$ cat config.mk
export PLATFORM = sky130hd
export DESIGN_NAME = pipelined_add_sub
export DESIGN_NICKNAME = d
export VERILOG_FILES = /design/src/rtl/add_sub_pkg.sv /design/src/rtl/add_cin.sv /design/src/rtl/pipelined_add_sub.sv
export SDC_FILE = /design/constraint.sdc
export NUM_CORES = 1
export LEC_CHECK = 0
export CORE_MARGIN = 5
export CORE_UTILIZATION = 40
export CTS_CLUSTER_SIZE = 12
export DETAILED_ROUTE_END_ITERATION = 8
export GPL_TIMING_DRIVEN = 0
export PLACE_DENSITY = 0.72
export SYNTH_ARGS = -nofsm -noshare
export SYNTH_HDL_FRONTEND = slang
export SYNTH_SLANG_ARGS = --single-unit
export TNS_END_PERCENT = 20
$ cat constraint.sdc
create_clock -name CLK -period 1.9 [get_ports CLK]
set_input_delay 0.285 -clock CLK [delete_from_list [all_inputs] [get_ports CLK]]
set_output_delay 0.285 -clock CLK [all_outputs]
set_load 0.05 [all_outputs]
$ cat src/rtl/add_sub_pkg.sv
// Shared types and helpers for the pipelined add/sub unit.
// Latency: none (package only).
// Backpressure: not applicable.
package add_sub_pkg;

  localparam logic OP_ADD = 1'b0;
  localparam logic OP_SUB = 1'b1;

  typedef logic op_t;

  // Per-beat result flags; they travel with the result through the pipe.
  typedef struct packed {
    logic co0;
    logic co1;
    logic v;
  } flags_t;

  // Two's-complement overflow of s = a + b, judged from the sign bits only.
  function automatic logic signed_ovf(input logic a_msb, input logic b_msb, input logic s_msb);
    return (a_msb == b_msb) && (s_msb != a_msb);
  endfunction

endpackage

$ cat src/rtl/add_cin.sv
// Carry-in adder: O = I0 + I1 + CIN, with the carry out of the top bit.
// Latency: combinational.
// Backpressure: not applicable.
module add_cin #(
  parameter int WIDTH = 8
) (
  input  logic [WIDTH-1:0] I0,
  input  logic [WIDTH-1:0] I1,
  input  logic             CIN,
  output logic [WIDTH-1:0] O,
  output logic             COUT
);

  logic [WIDTH:0] sum;

  assign sum  = {1'b0, I0} + {1'b0, I1} + {{WIDTH{1'b0}}, CIN};
  assign O    = sum[WIDTH-1:0];
  assign COUT = sum[WIDTH];

endmodule

$ cat src/rtl/pipelined_add_sub.sv
// Pipelined O = (A op0 B) op1 C with carry/overflow flags; SUB done as x + ~y + 1.
// Latency: LAT cycles from accept to result (stage1 op0, stage2 op1, rest delay only).
// Backpressure: global stall; every stage holds while out_valid & !out_ready, in_ready = advance.
module pipelined_add_sub
  import add_sub_pkg::*;
#(
  parameter int WIDTH = 8,
  parameter int LAT   = 2
) (
  input  logic             CLK,
  input  logic             RESET,
  input  logic             in_valid,
  output logic             in_ready,
  input  logic [WIDTH-1:0] A,
  input  logic [WIDTH-1:0] B,
  input  logic [WIDTH-1:0] C,
  input  op_t              op0,
  input  op_t              op1,
  output logic             out_valid,
  input  logic             out_ready,
  output logic [WIDTH-1:0] O,
  output logic             CO0,
  output logic             CO1,
  output logic             V
);

  typedef struct packed {
    logic             valid;
    op_t              op1;
    logic             co0;
    logic [WIDTH-1:0] r0;
    logic [WIDTH-1:0] c;
  } s1_t;

  typedef struct packed {
    logic             valid;
    flags_t           fl;
    logic [WIDTH-1:0] o;
  } res_t;

  logic             adv;
  s1_t              s1_q, s1_d;
  res_t             s2_q, s2_d;
  res_t             tap [0:LAT-2];   // tap[0] = stage2, tap[LAT-2] = output stage

  logic [WIDTH-1:0] b_x, c_x, r0_w, o_w;
  logic             co0_w, co1_w;

  // The whole pipe moves only when the output slot is empty or being drained.
  assign adv      = !out_valid || out_ready;
  assign in_ready = adv;

  assign b_x = (op0 == OP_SUB) ? ~B : B;
  assign c_x = (s1_q.op1 == OP_SUB) ? ~s1_q.c : s1_q.c;

  add_cin #(.WIDTH(WIDTH)) u_stage1 (
    .I0   (A),
    .I1   (b_x),
    .CIN  (op0 == OP_SUB),
    .O    (r0_w),
    .COUT (co0_w)
  );

  add_cin #(.WIDTH(WIDTH)) u_stage2 (
    .I0   (s1_q.r0),
    .I1   (c_x),
    .CIN  (s1_q.op1 == OP_SUB),
    .O    (o_w),
    .COUT (co1_w)
  );

  // Stage1 next state: capture op0 result on an accepted beat; data holds across bubbles.
  always_comb begin
    s1_d = s1_q;
    if (adv) begin
      s1_d.valid = in_valid;
      if (in_valid) begin
        s1_d.op1 = op1;
        s1_d.co0 = co0_w;
        s1_d.r0  = r0_w;
        s1_d.c   = C;
      end
    end
  end

  // Stage2 next state: op1 result and flags; CO0 rides along with its own beat.
  always_comb begin
    s2_d = s2_q;
    if (adv) begin
      s2_d.valid = s1_q.valid;
      if (s1_q.valid) begin
        s2_d.o      = o_w;
        s2_d.fl.co0 = s1_q.co0;
        s2_d.fl.co1 = co1_w;
        s2_d.fl.v   = signed_ovf(s1_q.r0[WIDTH-1], c_x[WIDTH-1], o_w[WIDTH-1]);
      end
    end
  end

  // Stage1/stage2 registers with synchronous reset that drops every in-flight beat.
  always_ff @(posedge CLK) begin
    if (RESET) begin
      s1_q <= '0;
      s2_q <= '0;
    end else begin
      s1_q <= s1_d;
      s2_q <= s2_d;
    end
  end

  assign tap[0] = s2_q;

  for (genvar k = 1; k < LAT - 1; k++) begin : g_dly
    res_t dly_q;

    // Delay-only stage: follows the previous stage; result fields keep the last valid beat.
    always_ff @(posedge CLK) begin
      if (RESET) begin
        dly_q <= '0;
      end else if (adv) begin
        if (tap[k-1].valid) begin
          dly_q <= tap[k-1];
        end else begin
          dly_q.valid <= 1'b0;
        end
      end
    end

    assign tap[k] = dly_q;
  end

  assign out_valid = tap[LAT-2].valid;
  assign O         = tap[LAT-2].o;
  assign CO0       = tap[LAT-2].fl.co0;
  assign CO1       = tap[LAT-2].fl.co1;
  assign V         = tap[LAT-2].fl.v;

endmodule

* After elaboration in Yosys (flattened, before gate mapping) *
Cells that the tools add are included.

storage, ports and cells
  bits in registers = 31
  input port bits = 30
  word-level logic and storage cells = 25

cells by class
  $add $sub $neg = 4
  eq/ne operators = 2
  multiplexer cells = 2
  bitwise logic cells = 2
  reductions and logical operators = 5

operators by type and width
  operator                                number
  8-bit by 8-bit adder with 9-bit output  2
  9-bit by 1-bit adder with 9-bit output  2
  8-bit two-way mux                       2
  8-bit inverter                          2
  2-bit AND reduction                     2
  1-bit == test                           1
  1-bit logical AND                       1
  1-bit logical NOT                       1
  1-bit logical OR                        1
  1-bit inequality test                   1

* Logic depth before layout (Yosys ltp) *
  depth in word-level cells = 6
  gate-level depth with buffers = 9

* Cells and area by module *
A second synthesis with hierarchy kept.

unflattened totals
  cells, all modules = 240
  area total of the unflattened synthesis = 1999.4 um^2

by module, submodules not included
  module               instances  cells an instance  area an instance (um^2)  seq. area each (um^2)
  pipelined_add_sub    1          160                1338.8                   620.6
  add_cin at u_stage2  1          40                 331.6                    0.0
  add_cin at u_stage1  1          40                 329.1                    0.0

* Worst setup path after synthesis *
Ideal clock, no wire load.

  kind = input-to-reg
  start point = in op0
  end point = reg s1_q[14] (netlist bit)
  library setup time = 0.129 ns
  data arrival time = 1.825 ns
  required time = 1.771 ns
  slack = -0.054 ns
  stages = 9
  buffers on the path = 1
  cell sequence = buf_4 xor2_1 inv_1 fa_1 nor2b_1 o21ai_0 a21boi_0 o21a_1 o211ai_1

on the way
  word-level cells in the longest chain between the ends = 3

RTL lines
  what                                        line                      source
  start, declared                             pipelined_add_sub.sv:17   input op_t op0,
  8-bit two-way mux                           pipelined_add_sub.sv:53   assign b_x = (op0 == OP_SUB) ? ~B : B;
  8-bit by 8-bit adder with 9-bit output      add_cin.sv:16             assign sum = {1'b0, I0} + {1'b0, I1} + {{WIDTH{1'b0}}, CIN};
  9-bit by 1-bit adder with 9-bit output (*)  add_cin.sv:16
  end signal, assigned                        pipelined_add_sub.sv:103  s1_q <= '0;
  end signal, assigned                        pipelined_add_sub.sv:106  s1_q <= s1_d;
  end, declared                               pipelined_add_sub.sv:42   s1_t s1_q, s1_d;

Every way passes the cells marked *; elsewhere a longest branch is shown, timed or not.
A chain may end at the register's enable or synchronous reset.

* Worst setup path in the final report *
  start point = reg s1_q[17] (netlist bit)
  end point = reg s2_q (netlist bit O[7])

on the way
  word-level cells in the longest chain between the ends = 3

RTL lines
  what                                        line                      source
  8-bit two-way mux                           pipelined_add_sub.sv:54   assign c_x = (s1_q.op1 == OP_SUB) ? ~s1_q.c : s1_q.c;
  8-bit by 8-bit adder with 9-bit output      add_cin.sv:16
  9-bit by 1-bit adder with 9-bit output (*)  add_cin.sv:16
  end signal, assigned                        pipelined_add_sub.sv:104  s2_q <= '0;
  end signal, assigned                        pipelined_add_sub.sv:107  s2_q <= s2_d;
  end, declared                               pipelined_add_sub.sv:43   res_t s2_q, s2_d;

Marked as above.

==> metrics.log <==
[metrics] status: finished, violations left
[metrics] failing checks: negative setup slack
[metrics] post-synthesis cell type with the largest combined area: dfxtp_1
[metrics] Async SR Flop Fraction: 0%
[metrics] H-tree levels: 2
[metrics] Period Utilization, post-route: 104%
[metrics] largest family of logic cells by synthesized area: simple AND/OR/NAND/NOR gates
[metrics] mux share of post-synthesis cell area: 1.56%
[metrics] count of cell types in the netlist: 42
[metrics] Crit. End Element: flip-flop
[metrics] overall global routing resource usage: between 10% and 20%
[metrics] number of flip-flops and latches in the synthesized netlist: 31
[metrics] number of design-rule violations left by the first detailed-router iteration: 39
[metrics] Final Max Tran Viols: 0
[metrics] pin count of the biggest net entering global routing: 11
[metrics] area fraction in compound gates after synthesis: 18.9%
[metrics] clock tree from TritonCTS: built
[metrics] dominant delay contributor by cell family on the critical path: compound AO/OA/AOI/OAI gates
[metrics] vertical die dimension: 79.3 µm
[metrics] Clk pin slew, worst setup/hold paths: 0.07 ns
[metrics] Antenna Cells: 0
[metrics] leftover overflow at the end of global routing: 0
[metrics] CTS root buffer: clkbuf_8
[metrics] max capacitance violation total: 0
[metrics] Finished Core Util: about 57%
[metrics] post-synth design cell area: 1920 µm²
[metrics] Die Outline Area: between 6000 and 7000 µm²
[metrics] critical path cell sequence: buf_6 > xor2_1 > ha_1 > buf_4 > a221o_2 > a31oi_4 > or4_1 > nand3_1
[metrics] crit-path max cell delay: about 0.4 ns
[metrics] total of hold buffers inserted after clock tree synthesis: 0
[metrics] clk_lat worst skew: 0.29 ns
[metrics] Top-Level Pins: 43
[metrics] share of synthesized area occupied by flip-flops and latches: about a third
[metrics] Warnings, synthesis: 0
[metrics] routability congestion estimate: 0.753
[metrics] Critical Path AT: 2.15 ns
[metrics] number of buffers created by CTS: 5
[metrics] average wire per standard cell: ~13 µm
[metrics] number of filler instances in the final layout: about 440
[metrics] maximum vdd drop: 303 µV
[metrics] largest fanout of any net on the critical path: 5
[metrics] synthesis-to-finish area growth: 40.0%
[metrics] Max Clock Freq: 507 MHz
[metrics] fraction of post-synthesis cell area in the top cell type by area: 32.3%
[metrics] Avg Inst Size Synth: 8.54 µm²
[metrics] Setup crit start kind: flip-flop
[metrics] horizontal extent of the die: between 70 and 80 µm
[metrics] setup clock skew after layout: 0.00495 ns
[metrics] CP Data Required Time: 2.08 ns
[metrics] commonest cells in the synthesized netlist: nand2_1, dfxtp_1, a21oi_1
[metrics] number of setup violations in the final report: 5
[metrics] Synth Instances: 225
[metrics] worst-case setup margin in the final layout: -0.0712 ns
[metrics] nets@finish: ~330
[metrics] post-synthesis adder-cell area fraction: 11.2%
[metrics] number of global-route vias before repair: 1,709
[metrics] Crit-path slowest cell: a221o_2
[metrics] Port-buffer cells: between 40 and 50
[metrics] DP HPWL: 3210 µm
[metrics] proportion of layout cells with a drive suffix above 1: 17.4%
[metrics] number of flops mapped to enable cells by yosys: 0
[metrics] XOR/XNOR share of the synthesized area: around 9%
[metrics] main flop type after synthesis: dfxtp_1
[metrics] floorplan core area: 4690 µm²
[metrics] power density over the cells: around 750 nW/µm²
[metrics] # clock sinks: 31
[metrics] setup tns final: -0.145 ns
[metrics] kind of path behind the tightest hold check: input pin to flip-flop
[metrics] initial core utilization: 41.0%
[metrics] cell with the most instances after synthesis: nand2_1
[metrics] count of unresolved DRC violations after routing: 0
[metrics] initial antenna violation count: 0
[metrics] Initial DRT Pass Iterations: 4
[metrics] Post-Place Worst Slack: -0.473 ns
[metrics] simple-gate portion of the synthesized area: roughly a fifth
[metrics] post-route ant nets: 0
[metrics] cell types with the largest area share after synthesis: dfxtp_1, ha_1, xor2_1
[metrics] number of buffers on the longest clock path: 2
[metrics] fin crit period: 1.97 ns
[metrics] syn nets: 271
[metrics] Hold Fails Final Rpt: 0
[metrics] worst-margin pin slew: about 0.52 ns
[metrics] RSZ-0062 raised after global routing: yes
[metrics] DR vias: 1,784
[metrics] vias per std cell: around 5.2
[metrics] Buf/Inv on CP: 2
[metrics] Pleak: 1.14 nW
[metrics] remaining max-slew budget at the tightest pin: 65.3%
[metrics] Critical Setup Path Class: flip-flop to flip-flop
[metrics] row count: 25
[metrics] detailed-route wire length: 4370 µm
[metrics] global-route wire length before repair: roughly 7400 µm
==> worst paths after layout <==
path                         startpoint              endpoint  slack [ns]  cells after the start
setup / recovery  s1_q[17]$_SDFFE_PP0P_     O[7]$_SDFFE_PP0P_       -0.07                      8
hold / removal                     A[0]  s1_q[8]$_SDFFE_PP0P_        0.36                      3
setup reg to reg  s1_q[17]$_SDFFE_PP0P_     O[7]$_SDFFE_PP0P_       -0.07                      8
hold reg to reg       O[3]$_SDFFE_PP0P_     O[3]$_SDFFE_PP0P_        0.45                      2
==> power breakdown <==
part | switching [W] | total (W) | internal [W]
Clock | 0.000259 | 0.000588 | 0.000329
Sequential | 0.0000361 | 0.000742 | 0.000706
Combinational | 0.000356 | 0.000693 | 0.000337
==> kinds of logic (layout without fill, tap and decap cells) <==
kind of cell	Yosys count	in the layout
buffers and inverters	20	82
XOR/XNOR	20	20
AND/OR/NAND/NOR	80	80
multiplexers	3	3
AO/OA/AOI/OAI	55	55
adder cells (fa/ha/maj)	16	16
flip-flops	31	31
==> sequential cells by signal (all words and copies together), names as in the netlist <==
register,flops
CO1,1
s1_q,19
CO0,1
O,8
out_valid,1
V,1
==> worst register-to-register path, delay by kind of cell, from the launching register on <==
| family | cells | cell delay [ns] |
|---|---|---|
| XOR/XNOR | 1 | 0.15 |
| buffers and inverters | 2 | 0.30 |
| flip-flops | 1 | 0.33 |
| AO/OA/AOI/OAI | 2 | 0.59 |
| AND/OR/NAND/NOR | 2 | 0.18 |
| adder cells (fa/ha/maj) | 1 | 0.31 |
==> through the flow <==
step | power [W] | instances | cell area (µm²) | hold slack (ns)
detailed placement | 0.00134 | 320 | 2400 | 0.446
global route | 0.00213 | 341 | 2690 | 0.390
finish | 0.00202 | 341 | 2690 | 0.359
global placement | 0.00133 | 320 | 2400 | 0.441
CTS | 0.00199 | 336 | 2620 | 0.456
floorplan | 0.00116 | 225 | 1920 | 0.421
==> routing by layer <==
| metal | part of all wire, % | track usage, % | vias up |
|---|---|---|---|
| met5 | 0 | 0 | - |
| met4 | 2.5 | 7.04 | 0 |
| met3 | 4.2 | 2.61 | 11 |
| met2 | 47 | 25.3 | 47 |
| met1 | 46 | 17.9 | 812 |
| li1 | - | - | 914 |
==> placed cells by master, fill, tap and decap left out, types with 3 or more instances in the layout <==
master and instances:
xor2_1 16, nor4b_1 3, nor3_1 5, clkbuf_1 5
dfxtp_1 30, buf_4 14, clkbuf_8 9, and2_1 5
nand2_1 34, a21o_1 4, a211oi_1 4, o31ai_1 4
a21oi_1 22, o21ai_2 3, ha_1 13, dlymetal6s2s_1 4
inv_1 8, o211ai_1 5, clkdlybuf4s50_1 36, nand3_1 6
nor2_1 10
==> layout make-up <==
class	count	area, µm²	share of cell area [%]
buffer	12	85.1	3.16
clock buffer	7	96.3	3.58
timing repair buffer	54	517	19.2
clock inverter	1	7.51	0.279
sequential	31	622	23.1
multi-input combinational	174	1260	47.0
inverter	8	30.0	1.12
tap	54	67.6	2.51
==> timing repair <==
| item | 4_1_cts | 5_1_grt |
|---|---|---|
| setup buffers | 7 | 5 |
| endpoints found under the setup margin | 10 | 13 |
| pin swaps | 6 | 11 |
| cloned | 1 | 0 |
| resized for setup | 18 | 12 |
Note: power is estimated with default switching activity, not from simulation.
